==> src/rtl/offset_to_vector_assembler_pkg.sv <==
// -----------------------------------------------------------------------------
// offset_to_vector_assembler_pkg
// Shared definitions for the byte-offset <-> byte-enable mapping used by the
// load read-return path (this block) and the store encoding side.
//   - default geometry: offset width, lanes per word, bits per lane
//   - state_t: assembler FSM states
//   - range_to_vector(): contiguous lane mask for begin..end, 0 if begin > end
// -----------------------------------------------------------------------------
package offset_to_vector_assembler_pkg;

   localparam int DEF_OFFSET_SIZE = 2;
   localparam int DEF_VECTOR_SIZE = 4;   // always 2**DEF_OFFSET_SIZE
   localparam int DEF_BYTE_WIDTH  = 8;

   typedef enum logic [1:0] {
      IDLE    = 2'd0,
      COLLECT = 2'd1,
      DONE    = 2'd2
   } state_t;

   function automatic logic [DEF_VECTOR_SIZE-1:0] range_to_vector(
      input logic [DEF_OFFSET_SIZE-1:0] begin_off,
      input logic [DEF_OFFSET_SIZE-1:0] end_off
   );
      logic [DEF_VECTOR_SIZE-1:0] mask;
      mask = '0;
      if (begin_off <= end_off) begin
         for (int i = 0; i < DEF_VECTOR_SIZE; i++) begin
            if ((i >= int'(begin_off)) && (i <= int'(end_off))) begin
               mask[i] = 1'b1;
            end
         end
      end
      return mask;
   endfunction

endpackage

==> src/rtl/offset_to_vector_assembler_mask.sv <==
// -----------------------------------------------------------------------------
// offset_range_mask
// Combinational begin/end offset to contiguous byte-enable generator.
// Ports:
//   begin_offset  first lane of the range
//   end_offset    last lane of the range, inclusive
//   vector        one bit per lane, set for begin..end; all zero if begin > end
// -----------------------------------------------------------------------------
module offset_range_mask
   import offset_to_vector_assembler_pkg::*;
#(
   parameter int OFFSET_SIZE = DEF_OFFSET_SIZE,
   parameter int VECTOR_SIZE = DEF_VECTOR_SIZE
)(
   input  logic [OFFSET_SIZE-1:0] begin_offset,
   input  logic [OFFSET_SIZE-1:0] end_offset,
   output logic [VECTOR_SIZE-1:0] vector
);

   logic legal;
   assign legal = (begin_offset <= end_offset);

   for (genvar gi = 0; gi < VECTOR_SIZE; gi++) begin : g_lane
      localparam logic [OFFSET_SIZE-1:0] LANE = OFFSET_SIZE'(gi);
      assign vector[gi] = legal && (LANE >= begin_offset) && (LANE <= end_offset);
   end

endmodule

==> src/rtl/offset_to_vector_assembler.sv <==
// -----------------------------------------------------------------------------
// offset_to_vector_assembler
// Read-return path from the byte-serial memory controller to the load port.
// Takes a begin/end lane range, collects one byte per handshake into the
// addressed lanes of a word, and hands word + byte-enable vector to the core.
// Ports:
//   clk, rst                       clock, synchronous active-high reset
//   req_valid/req_ready            range handshake (begin_offset, end_offset)
//   byte_valid/byte_ready          data byte handshake (byte_data)
//   word_valid/word_ready          result handshake (word_data, vector, error)
//   error                          begin > end; no bytes are consumed
// Optional build macro LOAD_ALIGN_EN: adds req_signed and presents word_data
// right-justified (lane begin at bit 0), zero- or sign-extended from lane end.
// VECTOR_SIZE must equal 2**OFFSET_SIZE.
// -----------------------------------------------------------------------------
module offset_to_vector_assembler
   import offset_to_vector_assembler_pkg::*;
#(
   parameter int OFFSET_SIZE = DEF_OFFSET_SIZE,
   parameter int VECTOR_SIZE = DEF_VECTOR_SIZE,
   parameter int BYTE_WIDTH  = DEF_BYTE_WIDTH
)(
   input  logic                              clk,
   input  logic                              rst,
   input  logic                              req_valid,
   output logic                              req_ready,
   input  logic [OFFSET_SIZE-1:0]            begin_offset,
   input  logic [OFFSET_SIZE-1:0]            end_offset,
`ifdef LOAD_ALIGN_EN
   input  logic                              req_signed,
`endif
   input  logic                              byte_valid,
   output logic                              byte_ready,
   input  logic [BYTE_WIDTH-1:0]             byte_data,
   output logic                              word_valid,
   input  logic                              word_ready,
   output logic [VECTOR_SIZE*BYTE_WIDTH-1:0] word_data,
   output logic [VECTOR_SIZE-1:0]            vector,
   output logic                              error
);

   localparam int WORD_WIDTH = VECTOR_SIZE * BYTE_WIDTH;

   state_t                  state_reg, state_next;
   logic [OFFSET_SIZE-1:0]  counter_reg, end_reg;
   logic [WORD_WIDTH-1:0]   word_reg, word_next;
   logic [VECTOR_SIZE-1:0]  vector_reg, range_mask;
   logic                    error_reg;
   logic                    range_illegal, req_fire, byte_fire, last_byte;

   assign range_illegal = (begin_offset > end_offset);
   assign req_fire      = req_valid && req_ready;
   assign byte_fire     = byte_valid && byte_ready;
   assign last_byte     = (counter_reg == end_reg);

   offset_range_mask #(
      .OFFSET_SIZE (OFFSET_SIZE),
      .VECTOR_SIZE (VECTOR_SIZE)
   ) u_mask (
      .begin_offset (begin_offset),
      .end_offset   (end_offset),
      .vector       (range_mask)
   );

   always_ff @(posedge clk) begin
      if (rst) state_reg <= IDLE;
      else     state_reg <= state_next;
   end

   always_comb begin
      state_next = state_reg;
      req_ready  = 1'b0;
      byte_ready = 1'b0;
      word_valid = 1'b0;
      case (state_reg)
         IDLE: begin
            req_ready = 1'b1;
            // An illegal range skips collection and reports immediately.
            if (req_valid) state_next = range_illegal ? DONE : COLLECT;
         end
         COLLECT: begin
            byte_ready = 1'b1;
            if (byte_valid && last_byte) state_next = DONE;
         end
         DONE: begin
            word_valid = 1'b1;
            if (word_ready) state_next = IDLE;
         end
         default: state_next = IDLE;
      endcase
   end

   // Incoming byte lands only in the lane the counter points at.
   for (genvar gi = 0; gi < VECTOR_SIZE; gi++) begin : g_write
      localparam logic [OFFSET_SIZE-1:0] LANE = OFFSET_SIZE'(gi);
      assign word_next[gi*BYTE_WIDTH +: BYTE_WIDTH] =
         (counter_reg == LANE) ? byte_data : word_reg[gi*BYTE_WIDTH +: BYTE_WIDTH];
   end

   always_ff @(posedge clk) begin
      if (rst) begin
         counter_reg <= '0;
         end_reg     <= '0;
         word_reg    <= '0;
         vector_reg  <= '0;
         error_reg   <= 1'b0;
      end else begin
         if (req_fire) begin
            word_reg    <= '0;
            vector_reg  <= range_mask;
            error_reg   <= range_illegal;
            counter_reg <= begin_offset;
            end_reg     <= end_offset;
         end
         if (byte_fire) begin
            word_reg <= word_next;
            // Stop at end: end <= VECTOR_SIZE-1 so the counter never wraps.
            if (!last_byte) counter_reg <= counter_reg + 1'b1;
         end
         if (word_valid && word_ready) error_reg <= 1'b0;
      end
   end

   assign vector = vector_reg;
   assign error  = error_reg;

`ifdef LOAD_ALIGN_EN
   logic                    signed_reg;
   logic [OFFSET_SIZE-1:0]  begin_reg, span;
   logic [VECTOR_SIZE-1:0]  lane_msb, lane_fill;
   logic                    sign_bit;
   logic [WORD_WIDTH-1:0]   shifted, fill_bits;

   always_ff @(posedge clk) begin
      if (rst) begin
         signed_reg <= 1'b0;
         begin_reg  <= '0;
      end else if (req_fire) begin
         signed_reg <= req_signed;
         begin_reg  <= begin_offset;
      end
   end

   // Lanes outside the range are zero, so a logical shift leaves the upper
   // part zero-filled; sign fill is OR-ed in above the last valid lane.
   assign span     = end_reg - begin_reg;
   assign shifted  = word_reg >> (begin_reg * BYTE_WIDTH);
   assign sign_bit = signed_reg && lane_msb[end_reg];

   for (genvar gi = 0; gi < VECTOR_SIZE; gi++) begin : g_align
      localparam logic [OFFSET_SIZE-1:0] LANE = OFFSET_SIZE'(gi);
      assign lane_msb[gi]  = word_reg[gi*BYTE_WIDTH + BYTE_WIDTH - 1];
      assign lane_fill[gi] = (LANE > span);
      assign fill_bits[gi*BYTE_WIDTH +: BYTE_WIDTH] = {BYTE_WIDTH{sign_bit && lane_fill[gi]}};
   end

   assign word_data = (state_reg == DONE && !error_reg) ? (shifted | fill_bits) : word_reg;
`else
   assign word_data = word_reg;
`endif

endmodule

==> config.mk <==
export PLATFORM = sky130hd
export DESIGN_NAME = offset_to_vector_assembler
export DESIGN_NICKNAME = d
export VERILOG_FILES = /design/src/rtl/offset_to_vector_assembler_pkg.sv /design/src/rtl/offset_to_vector_assembler_mask.sv /design/src/rtl/offset_to_vector_assembler.sv
export SDC_FILE = /design/constraint.sdc
export NUM_CORES = 1
export LEC_CHECK = 0
export BUFFER_PORTS_ARGS = -buffer_cell sky130_fd_sc_hd__buf_2
export CORE_MARGIN = 2
export CORE_UTILIZATION = 50
export CTS_CLUSTER_DIAMETER = 40
export DETAILED_ROUTE_END_ITERATION = 16
export PLACE_DENSITY = 0.81
export SLEW_MARGIN = 0
export SYNTH_ARGS = -nofsm -noshare
export SYNTH_HDL_FRONTEND = slang
export SYNTH_HIERARCHICAL = 1
export SYNTH_SLANG_ARGS = --single-unit
==> constraint.sdc <==
create_clock -name clk -period 1.9 [get_ports clk]
set_clock_uncertainty 0.05 [all_clocks]
set_input_delay 0.19 -clock clk [delete_from_list [all_inputs] [get_ports clk]]
set_output_delay 0.19 -clock clk [all_outputs]
set_load 0.03 [all_outputs]
==> flow_summary.toml <==
[status]
outcome = "completed"

[route]
wl_per_cell_um = 13.62
ant_nets = 0
drtPass1Iterations = 4
routed_wl_um = 4140
route.detailed.drc = 0
vias = 1638
viasPerCell = 5.388
first_iter_violations = 132

[timing]
slew_headroom = 0.4773
finalSetupViolCount = 0
fin_crit_ns = 1.705
grt_setup_unrepaired = "false"
period_share = 0.8973
worstMarginPinSlew_ns = 0.7840
slew_viol_final = 0
finalHoldViolCount = 0
fmax_mhz = 586.6
fin_setup_tns_ns = 0

[layout]
layout_common_cells = "56 x buf_2, 46 x nor2_1, 43 x dfxtp_1"
area_growth_pct = 21.33
final_common_cell = "buf_2"
design_area_um2 = 2235
antenna_cells = 0
largest_reg_flops = 32
nets = 280
drive_gt1_frac = 0.2813
final_util = 0.6197

[yosys]
yosysTopAreaCellShare = 0.4674
netlist_instances = 200
ys_seq_elements = 43
yosysSeqAreaShare = 0.4674
synth.distinct_cells = 32
synth_top_cell_by_area = "dfxtp_1"
avgSynthCellArea_um2 = 9.209
syn_nets = 225
yosysWarnings = 6
synth_area_um2 = 1842
synthTopCellsByArea = "dfxtp_1 47%, a22oi_1 13%, nor2_1 9.6%"

[cts]
cts_buffers = 5
cts_tree = "yes"
htreeDepth = 2
path_clk_slew_ns = 0.08
root_buffer = "clkbuf_8"
cts.path.max_buffers = 2
worstSkewPairLatency_ns = 0.29
cts_sinks = 43

[setup_path]
cp_max_fo = 14
worstSetupPathType = "register to register"
cp-start-kind = "register"
cp.arrival_ns = 1.88
required_ns = 2.08
cp-end-kind = "register"

[pwr]
leakage_uw = 0.001031
p_per_area_nw_per_um2 = 852.7
vdd_drop_max_uv = 541.9

[placed_design]
placed_area_um2 = 2147
io_buffers = 56
finalWeightedCongestion = 0.8050
dp_hpwl_um = 2836

[grt]
grt_pass1_vias = 1424
grt_pass1_wl_um = 6617
grt_max_degree = 44
grt_antenna_before_repair = 0
grt_usage = 0.2053
gr-total-overflow = 0

[die]
initial_core_util = 0.5108
core.rowCount = 22
coreArea_um2 = 3606
io_pins = 57
die_w_um = 64.69
dieArea_um2 = 4185
die_y_um = 64.69

[job]
cap_violations = 0

[hold_path]
hold_path_class = "input pin to register"
logic make-up (layout without fill, tap and decap cells):
group | count (synthesis) | after routing | share of synthesized area
AOI/OAI and AO/OA | 46 | 46 | 0.1956
xor gates and xnor gates | 2 | 2 | 0.009513
adders and majority gates | 8 | 8 | 0.05435
buffers and inverters | 18 | 74 | 0.04143
DFF | 43 | 43 | 0.4674
muxes | 9 | 9 | 0.04959
and+or+nand+nor | 74 | 74 | 0.1821
power breakdown:
group	total (µW)	switching [µW]	internal (µW)
registers	972	40.1	932
logic	370	236	134
clock network	564	307	257
total	1910	583	1320
metrics by stage:
stage,instances,power [µW],hold WS [ns],worst slack [ns]
floorplan,200,1257,0.2872,0.4801
global placement,296,1353,0.4203,0.2741
detailed placement,296,1359,0.4303,0.2108
CTS,304,1914,0.1282,0.1918
global route,304,2007,0.1477,0.01487
finish,304,1906,0.1343,0.1952
what timing repair did:
| item | 4_1_cts | 5_1_grt |
|---|---|---|
| hold endpoints to repair | 0 | 0 |
| gates resized for setup | 0 | 1 |
| setup endpoints to repair | 0 | 5 |
| buffers inserted | 0 | 0 |
| hold buffers | 0 | 0 |
routing by layer:
metal	track usage	routed length (µm)
met5	0	0
met4	0.08245	70
met3	0.05729	219
met2	0.3138	1938
met1	0.2744	1911
layout make-up:
cell class,count,area (µm²)
fillers,326,1371
multi-input cells,139,907.1
well taps,48,60.06
clock inverters,2,12.51
clock buffers,6,72.57
repair buffers,57,287.8
inverters,9,33.78
flip-flops and latches,43,860.8
cell usage after synthesis:
library cell / instances
a2111oi_1: 1
a211oi_2: 2
a21o_1: 4
a21oi_1: 2
a221oi_2: 1
a22oi_1: 33
a2bb2oi_1: 1
and2_2: 1
and3_1: 2
buf_1: 1
buf_2: 1
buf_4: 2
clkbuf_1: 5
dfxtp_1: 43
ha_1: 8
inv_1: 9
mux2_1: 1
mux2i_1: 8
nand2_1: 7
nand2b_1: 1
nand2b_2: 1
nand3_1: 5
nand3b_1: 1
nor2_1: 47
nor2b_1: 4
nor2b_4: 1
nor3b_1: 1
o21ai_0: 1
o21ai_2: 1
or2_1: 1
or3_1: 2
xnor2_1: 2
path summary, 6_finish.rpt:
kind	from	to	slack, ns	cells after the start
worst max register to register	state_reg[0]	word_data[21]	0.20	4
worst min-delay path	byte_data[6]	word_data[22]	0.13	3
worst min register to register	vector[1]	vector[1]	0.44	2
worst max-delay path	state_reg[0]	word_data[21]	0.20	4
worst max-delay path, cell delays in order (launching register included):
cell      delay, ns
dfxtp_1        0.60
nand2b_2       0.19
nor2_1         0.53
a22oi_1        0.13
nor2_1         0.13
Note: power is estimated with default switching activity, not from simulation.
